$ cat config.mk
export PLATFORM = sky130hd
export DESIGN_NAME = eviction_write_buffer_flat
export DESIGN_NICKNAME = d
export VERILOG_FILES = /design/src/rtl/eviction_write_buffer_pkg.sv /design/src/rtl/eviction_write_buffer_if.sv /design/src/rtl/evb_entry_array.sv /design/src/rtl/eviction_write_buffer.sv /design/src/flat_wrapper.sv
export SDC_FILE = /design/constraint.sdc
export NUM_CORES = 2
export LEC_CHECK = 0
export ABC_AREA = 1
export CORE_ASPECT_RATIO = 0.6
export CORE_UTILIZATION = 45
export DETAILED_ROUTE_END_ITERATION = 8
export GPL_TIMING_DRIVEN = 1
export PLACE_DENSITY = 0.68
export SKIP_CTS_REPAIR_TIMING = 1
export SYNTH_ARGS = -nofsm -noshare
export SYNTH_HDL_FRONTEND = slang
export SYNTH_SLANG_ARGS = --single-unit
export TNS_END_PERCENT = 100
$ cat constraint.sdc
create_clock -name clk -period 4.85 [get_ports clk]
set_clock_uncertainty 0.1 [all_clocks]
set_input_delay 0.485 -clock clk [delete_from_list [all_inputs] [get_ports clk]]
set_output_delay 0.485 -clock clk [all_outputs]
set_load 0.03 [all_outputs]
$ cat src/rtl/eviction_write_buffer_pkg.sv
// Types and constants shared by the L2 eviction/write buffer and its entry array.
package rv32i_types;
  typedef logic [255:0] cache_line_t;

  localparam int LINE_OFFSET_BITS = 5;
  localparam int LINE_TAG_W       = 27;

  typedef enum logic [1:0] {
    IDLE    = 2'd0,
    RESP    = 2'd1,
    PMEM_RD = 2'd2,
    DRAIN   = 2'd3
  } evb_state_t;
endpackage

$ cat src/rtl/eviction_write_buffer_if.sv
// L2-side request port and adaptor-side memory port of the eviction write buffer.
interface eviction_write_buffer_if #(
  parameter int LINE_W = 256
) ();
  logic [31:0]       mem_address;
  logic              mem_read;
  logic              mem_write;
  logic [LINE_W-1:0] mem_wdata;
  logic [LINE_W-1:0] mem_rdata;
  logic              mem_resp;

  logic [31:0]       pmem_address;
  logic              pmem_read;
  logic              pmem_write;
  logic [LINE_W-1:0] pmem_wdata;
  logic [LINE_W-1:0] pmem_rdata;
  logic              pmem_resp;

  modport slave (
    input  mem_address, mem_read, mem_write, mem_wdata, pmem_rdata, pmem_resp,
    output mem_rdata, mem_resp, pmem_address, pmem_read, pmem_write, pmem_wdata
  );

  modport master (
    output mem_address, mem_read, mem_write, mem_wdata, pmem_rdata, pmem_resp,
    input  mem_rdata, mem_resp, pmem_address, pmem_read, pmem_write, pmem_wdata
  );
endinterface

$ cat src/rtl/evb_entry_array.sv
// Circular FIFO of dirty lines with a parallel tag lookup; writes to a resident
// line coalesce in place, so at most one valid entry ever matches a tag.
module evb_entry_array
  import rv32i_types::*;
#(
  parameter int DEPTH       = 4,
  parameter int LINE_W      = $bits(cache_line_t),
  parameter int OFFSET_BITS = LINE_OFFSET_BITS,
  localparam int TAG_W      = 32 - OFFSET_BITS,
  localparam int PTR_W      = $clog2(DEPTH),
  localparam int CNT_W      = PTR_W + 1
) (
  input  logic              clk,
  input  logic              rst_n,
  input  logic [TAG_W-1:0]  lookup_tag_i,
  output logic              hit_o,
  output logic [LINE_W-1:0] hit_data_o,
  input  logic              push_i,
  input  logic              coalesce_i,
  input  logic [LINE_W-1:0] wr_data_i,
  input  logic              pop_i,
  output logic [TAG_W-1:0]  head_tag_o,
  output logic [LINE_W-1:0] head_data_o,
  output logic              empty_o,
  output logic              full_o
);
  logic [DEPTH-1:0]  valid_q;
  logic [TAG_W-1:0]  tag_q  [DEPTH];
  logic [LINE_W-1:0] data_q [DEPTH];
  logic [PTR_W-1:0]  head_q, tail_q;
  logic [CNT_W-1:0]  count_q;
  logic [PTR_W-1:0]  hit_idx;

  always_comb begin
    hit_o   = 1'b0;
    hit_idx = '0;
    for (int i = 0; i < DEPTH; i++) begin
      if (valid_q[i] && (tag_q[i] == lookup_tag_i)) begin
        hit_o   = 1'b1;
        hit_idx = PTR_W'(i);
      end
    end
  end

  assign hit_data_o  = data_q[hit_idx];
  assign head_tag_o  = tag_q[head_q];
  assign head_data_o = data_q[head_q];
  assign empty_o     = (count_q == '0);
  assign full_o      = (count_q == CNT_W'(DEPTH));

  // Pointers are PTR_W bits wide, so DEPTH being a power of two gives the wrap for free.
  always_ff @(posedge clk or negedge rst_n) begin
    if (!rst_n) begin
      valid_q <= '0;
      head_q  <= '0;
      tail_q  <= '0;
      count_q <= '0;
      for (int i = 0; i < DEPTH; i++) begin
        tag_q[i]  <= '0;
        data_q[i] <= '0;
      end
    end else begin
      if (push_i) begin
        valid_q[tail_q] <= 1'b1;
        tag_q[tail_q]   <= lookup_tag_i;
        data_q[tail_q]  <= wr_data_i;
        tail_q          <= tail_q + 1'b1;
      end
      if (coalesce_i) begin
        data_q[hit_idx] <= wr_data_i;
      end
      if (pop_i) begin
        valid_q[head_q] <= 1'b0;
        head_q          <= head_q + 1'b1;
      end
      count_q <= count_q + CNT_W'(push_i) - CNT_W'(pop_i);
    end
  end
endmodule

$ cat src/rtl/eviction_write_buffer.sv
// Victim/write buffer between the L2 memory port and the cacheline adaptor.
// state   | meaning
// IDLE    | arbitrate: read > write > drain
// RESP    | one-cycle mem_resp to the L2
// PMEM_RD | read miss forwarded to the adaptor
// DRAIN   | write the oldest buffered line to the adaptor
module eviction_write_buffer
  import rv32i_types::*;
#(
  parameter int DEPTH       = 4,
  parameter int LINE_W      = $bits(cache_line_t),
  parameter int OFFSET_BITS = LINE_OFFSET_BITS,
  localparam int TAG_W      = 32 - OFFSET_BITS
) (
  input  logic                    clk,
  input  logic                    reset_n,
  eviction_write_buffer_if.slave  bus,
  output logic                    empty,
  output logic                    full
);
  evb_state_t        state_q, state_d;
  logic [LINE_W-1:0] rdata_q, rdata_d;
  logic              push, coalesce, pop;
  logic              hit;
  logic [LINE_W-1:0] hit_data;
  logic [TAG_W-1:0]  head_tag;
  logic [LINE_W-1:0] head_data;
  logic [TAG_W-1:0]  req_tag;
  logic              unused_addr_bits;

  assign req_tag          = bus.mem_address[31:OFFSET_BITS];
  assign unused_addr_bits = ^bus.mem_address[OFFSET_BITS-1:0];

  evb_entry_array #(
    .DEPTH       (DEPTH),
    .LINE_W      (LINE_W),
    .OFFSET_BITS (OFFSET_BITS)
  ) u_entries (
    .clk          (clk),
    .rst_n        (reset_n),
    .lookup_tag_i (req_tag),
    .hit_o        (hit),
    .hit_data_o   (hit_data),
    .push_i       (push),
    .coalesce_i   (coalesce),
    .wr_data_i    (bus.mem_wdata),
    .pop_i        (pop),
    .head_tag_o   (head_tag),
    .head_data_o  (head_data),
    .empty_o      (empty),
    .full_o       (full)
  );

  always_ff @(posedge clk or negedge reset_n) begin
    if (!reset_n) begin
      state_q <= IDLE;
      rdata_q <= '0;
    end else begin
      state_q <= state_d;
      rdata_q <= rdata_d;
    end
  end

  always_comb begin
    state_d  = state_q;
    rdata_d  = rdata_q;
    push     = 1'b0;
    coalesce = 1'b0;
    pop      = 1'b0;
    unique case (state_q)
      IDLE: begin
        if (bus.mem_read) begin
          if (hit) begin
            rdata_d = hit_data;
            state_d = RESP;
          end else begin
            state_d = PMEM_RD;
          end
        end else if (bus.mem_write) begin
          if (hit) begin
            coalesce = 1'b1;
            state_d  = RESP;
          end else if (!full) begin
            push    = 1'b1;
            state_d = RESP;
          end else begin
            // Make room; the write stays pending and is re-arbitrated in IDLE.
            state_d = DRAIN;
          end
        end else if (!empty) begin
          state_d = DRAIN;
        end
      end
      RESP: state_d = IDLE;
      PMEM_RD: begin
        if (bus.pmem_resp) begin
          rdata_d = bus.pmem_rdata;
          state_d = RESP;
        end
      end
      DRAIN: begin
        if (bus.pmem_resp) begin
          pop     = 1'b1;
          state_d = IDLE;
        end
      end
      default: state_d = IDLE;
    endcase
  end

  // Adaptor strobes are decoded straight from the state register so reset drops them at once.
  assign bus.mem_resp     = (state_q == RESP);
  assign bus.mem_rdata    = rdata_q;
  assign bus.pmem_read    = (state_q == PMEM_RD);
  assign bus.pmem_write   = (state_q == DRAIN);
  assign bus.pmem_address = (state_q == DRAIN)   ? {head_tag, {OFFSET_BITS{1'b0}}} :
                            (state_q == PMEM_RD) ? {req_tag, {OFFSET_BITS{1'b0}}}  : 32'd0;
  assign bus.pmem_wdata   = (state_q == DRAIN) ? head_data : '0;
endmodule

$ cat src/flat_wrapper.sv
// flat-port wrapper written by rule: the top's interface ports become plain ports
module eviction_write_buffer_flat import rv32i_types::*;
#(
  parameter int DEPTH       = 4,
  parameter int LINE_W      = $bits(cache_line_t),
  parameter int OFFSET_BITS = LINE_OFFSET_BITS,
  localparam int TAG_W      = 32 - OFFSET_BITS
)
  (clk, reset_n, empty, full, bus_mem_address, bus_mem_read, bus_mem_write, bus_mem_wdata, bus_pmem_rdata, bus_pmem_resp, bus_mem_rdata, bus_mem_resp, bus_pmem_address, bus_pmem_read, bus_pmem_write, bus_pmem_wdata);
  eviction_write_buffer_if #(.LINE_W(LINE_W)) bus_i ();
  input  logic clk;
  input  logic reset_n;
  output logic empty;
  output logic full;
  input wire logic [$bits(bus_i.mem_address)-1:0] bus_mem_address;
  input wire logic [$bits(bus_i.mem_read)-1:0] bus_mem_read;
  input wire logic [$bits(bus_i.mem_write)-1:0] bus_mem_write;
  input wire logic [$bits(bus_i.mem_wdata)-1:0] bus_mem_wdata;
  input wire logic [$bits(bus_i.pmem_rdata)-1:0] bus_pmem_rdata;
  input wire logic [$bits(bus_i.pmem_resp)-1:0] bus_pmem_resp;
  output wire logic [$bits(bus_i.mem_rdata)-1:0] bus_mem_rdata;
  output wire logic [$bits(bus_i.mem_resp)-1:0] bus_mem_resp;
  output wire logic [$bits(bus_i.pmem_address)-1:0] bus_pmem_address;
  output wire logic [$bits(bus_i.pmem_read)-1:0] bus_pmem_read;
  output wire logic [$bits(bus_i.pmem_write)-1:0] bus_pmem_write;
  output wire logic [$bits(bus_i.pmem_wdata)-1:0] bus_pmem_wdata;
  assign bus_i.mem_address = bus_mem_address;
  assign bus_i.mem_read = bus_mem_read;
  assign bus_i.mem_write = bus_mem_write;
  assign bus_i.mem_wdata = bus_mem_wdata;
  assign bus_i.pmem_rdata = bus_pmem_rdata;
  assign bus_i.pmem_resp = bus_pmem_resp;
  assign bus_mem_rdata = bus_i.mem_rdata;
  assign bus_mem_resp = bus_i.mem_resp;
  assign bus_pmem_address = bus_i.pmem_address;
  assign bus_pmem_read = bus_i.pmem_read;
  assign bus_pmem_write = bus_i.pmem_write;
  assign bus_pmem_wdata = bus_i.pmem_wdata;
  eviction_write_buffer #(.DEPTH(DEPTH), .LINE_W(LINE_W), .OFFSET_BITS(OFFSET_BITS)) u_core (.clk(clk), .reset_n(reset_n), .bus(bus_i), .empty(empty), .full(full));
endmodule
==> impl_metrics.json <==
{
  "wirelength_mm": 328,
  "yosysTopAreaCellShare_pct": 45.4,
  "max_slew_margin_pct": 18.6,
  "status": "finished, final reports clean",
  "powerDensity_mw_per_mm2": 679,
  "grtUsageTotal_pct": 36.6,
  "synth-edff-count": 0,
  "clock_latency_ns": 0.81,
  "slowest_delay_ns": 0.77,
  "finalHoldViolCount": 0,
  "clock_sink_count": 1401,
  "worst_slew_pin_slew_ns": 1.22,
  "grt_max_degree": 155,
  "setup-tns-final_ns": 0,
  "viasPerCell": 5.71,
  "r2r_slack_ns": 1.00,
  "synth_area_per_cell_um2": 6.81,
  "htree_num_levels": 4,
  "ys_types": 35,
  "finalNonFillerCells": 14340,
  "synth_flop_cell": "dfrtp_1",
  "nets": 12494,
  "grt_pass1_wl_mm": 484,
  "num_vias": 81828,
  "grt_antenna_before_repair": 71,
  "dp_cells": 14042,
  "critPathArrivalTime_ns": 3.84,
  "cp_top_family": "buffers and inverters",
  "synth_top_cell_by_area": "dfrtp_1",
  "timing.rr.end": "u_core.u_entries.data_q[1011]",
  "dr.pass1.iters": 8,
  "critPathKind": "flip-flop to primary output",
  "synthCells": 11325,
  "period_minus_slack_ns": 4.43,
  "rr_worst_depth": 10,
  "area_growth_pct": 22.6,
  "netlist_top_cells_area": "dfrtp_1 (45%), nand2_1 (15%), nor2_1 (8.9%)",
  "drv_slew": 0,
  "async_flop_share_pct": 100,
  "required_ns": 4.26,
  "power.switching_mw": 29.8,
  "syn-cell-area_mm2": 0.0772,
  "setup_viol": 0,
  "maxCapViolCount": 0,
  "overflow": 0,
  "intPower_mw": 34.4,
  "clk_path_buf_depth": 4,
  "reg2reg_from": "u_core.u_entries.tag_q[16]",
  "initialDrtViolationCount": 11347,
  "p_seq_share_pct": 31.9,
  "crit_fanout": 94,
  "die_width_um": 537,
  "clockPowerShare_pct": 17.6,
  "cpMaxStageDelayCell": "clkdlybuf4s50_1",
  "rsz0062_at_grt": "false",
  "peakVddDrop_mv": 0.826,
  "leakage_nw": 46.6,
  "layout-drive-gt1-share_pct": 3.83,
  "p_comb_share_pct": 50.4,
  "yosys_warnings": 0,
  "cts_root_buffer": "clkbuf_16",
  "initial_utilization_pct": 45.4,
  "fin_crit_sh_pct": 91.3,
  "crit_start": "u_core.u_entries.head_q[0]",
  "die_h_um": 323,
  "coreArea_mm2": 0.170,
  "p_sw_share_pct": 46.4,
  "worstPathCellList": "inv_8 -> buf_12 -> o21ai_0 -> a21oi_1 -> clkdlybuf4s50_1",
  "cts_made_buffers": 150,
  "critPathCaptureType": "primary output",
  "crit_path_start_kind": "flip-flop",
  "hold_path_class": "primary input to asynchronous set/reset pin",
  "seq_area_frac_synth_pct": 45.4,
  "path_buf_inv": 3,
  "grt_pass1_vias": 76523,
  "drt-wirelength-per-cell_um": 22.8,
  "io_buffers": 1087,
  "crit_cells": 5,
  "fp-row-count": 117,
  "io_pins": 1098,
  "tritoncts": "done",
  "gp_routability_congestion": 1.00,
  "clk_pin_slew_ns": 0.06,
  "dieArea_mm2": 0.173,
  "hpwl_mm": 201,
  "endpoint": "bus_pmem_wdata[87]",
  "ant_nets": 0,
  "ys_ff_latch": 1401,
  "drc": 0,
  "max_freq_ghz": 0.226
}
[how the worst min path moves through the flow]
| stage | slack, ns | depth (start not counted) | endpoint | start |
|---|---|---|---|---|
| floorplan | 0.09 | 0 | u_core.bus.mem_rdata[0] | reset_n |
| global placement | 0.36 | 2 | u_core.bus.mem_rdata[231] | u_core.bus.mem_rdata[231] |
| detailed placement | 0.36 | 2 | u_core.bus.mem_rdata[14] | u_core.bus.mem_rdata[14] |
| CTS | -0.47 | 1 | u_core.u_entries.data_q[320] | reset_n |
| global route | 0.21 | 3 | u_core.u_entries.data_q[225] | bus_mem_wdata[225] |
| finish | 0.17 | 2 | u_core.u_entries.data_q[320] | reset_n |
[power groups by stage]
stage / logic (mW) / registers, mW / clock network [mW]
3_3_place_gp: 31.1 / 20.3 / 0
2_1_floorplan: 18.4 / 21.5 / 0
6_report: 32.4 / 20.5 / 11.3
3_5_place_dp: 31.7 / 20.5 / 0
5_1_grt: 35.1 / 21.0 / 11.9
4_1_cts: 31.9 / 20.3 / 11.4
[cells in the mapped netlist, types with 2 or more instances]
master / count
a21oi_1: 921
a22oi_1: 3
and2_1: 4
buf_1: 49
buf_2: 261
buf_4: 32
buf_6: 4
clkbuf_1: 470
dfrtp_1: 1401
ha_1: 10
inv_1: 914
inv_2: 34
nand2_1: 3123
nand2_2: 5
nand3_1: 972
nand3_2: 4
nand3b_1: 6
nand4_1: 12
nand4_2: 2
nor2_1: 1835
nor2_2: 3
nor2_4: 3
nor3_1: 4
o21ai_0: 859
o21ai_1: 344
o22ai_1: 10
xnor2_1: 29
xor2_1: 4
[per-stage QoR]
stage / worst slack, ns / hold slack (ns) / util (%) / power [mW] / cell area (µm²)
after floorplan: 2.01 / 0.0894 / - / 39.9 / 77200
after global placement: 0.465 / 0.361 / 52.9 / 51.3 / 89900
after detailed placement: 0.463 / 0.364 / 52.9 / 52.2 / 89900
after CTS: 0.499 / -0.466 / 55.6 / 63.7 / 94500
after global routing: 0.301 / 0.211 / 55.7 / 68.1 / 94600
final: 0.422 / 0.171 / 55.7 / 64.2 / 94600
[registers in the layout, summed over array words and instances, names as in the netlist]
signal and count:
u_core.u_entries.data_q 1024, u_core.bus.mem_rdata 256, u_core.u_entries.tag_q 108, u_core.u_entries.valid_q 4, u_core.u_entries.count_q 3, u_core.state_q 2, u_core.u_entries.head_q 2, u_core.u_entries.tail_q 2
[cell type report]
class                           count  area [µm²]
Multi-Input combinational cell   8164       35200
Inverter                          948        3590
Clock inverter                     31         277
Clock buffer                      213        4320
Antenna cell                       53         133
Sequential cell                  1401       35100
Fill cell                       15782       75300
Timing Repair Buffer             1269       13200
Tap cell                         2261        2830
[logic make-up (layout without fill, tap and decap cells)]
group,Yosys count,count (layout),synth area share [%]
simple gates,5977,5977,30.9
compound gates,2138,2138,13.9
buf+inv,1764,2461,9.20
flops,1401,1401,45.4
xor+xnor,33,33,0.375
fa+ha+maj,11,11,0.188
other cells,1,58,0.00486
[metal layers]
| metal | up-vias | track usage, % | share of wire [%] |
|---|---|---|---|
| met2 | 5425 | 53.5 | 43 |
| met1 | 38506 | 50.4 | 40 |
| met3 | 858 | 9.41 | 12 |
| li1 | 36995 | - | - |
| met5 | - | 0.521 | 0.13 |
| met4 | 44 | 17.8 | 4.5 |
[cell usage in the layout (no fill, tap or decap), drive strengths merged, types with 20 or more instances in the layout]
cell type	netlist	routed
nand2	3128	3128
nor2	1842	1842
dfrtp	1401	1401
o21ai	1203	1203
clkdlybuf4s50	0	1086
nand3	976	976
inv	948	951
a21oi	921	921
clkbuf	470	213
buf	346	182
diode	0	53
xnor2	29	29
clkinv	0	20
No activity file was read; power rests on OpenSTA's default activity.
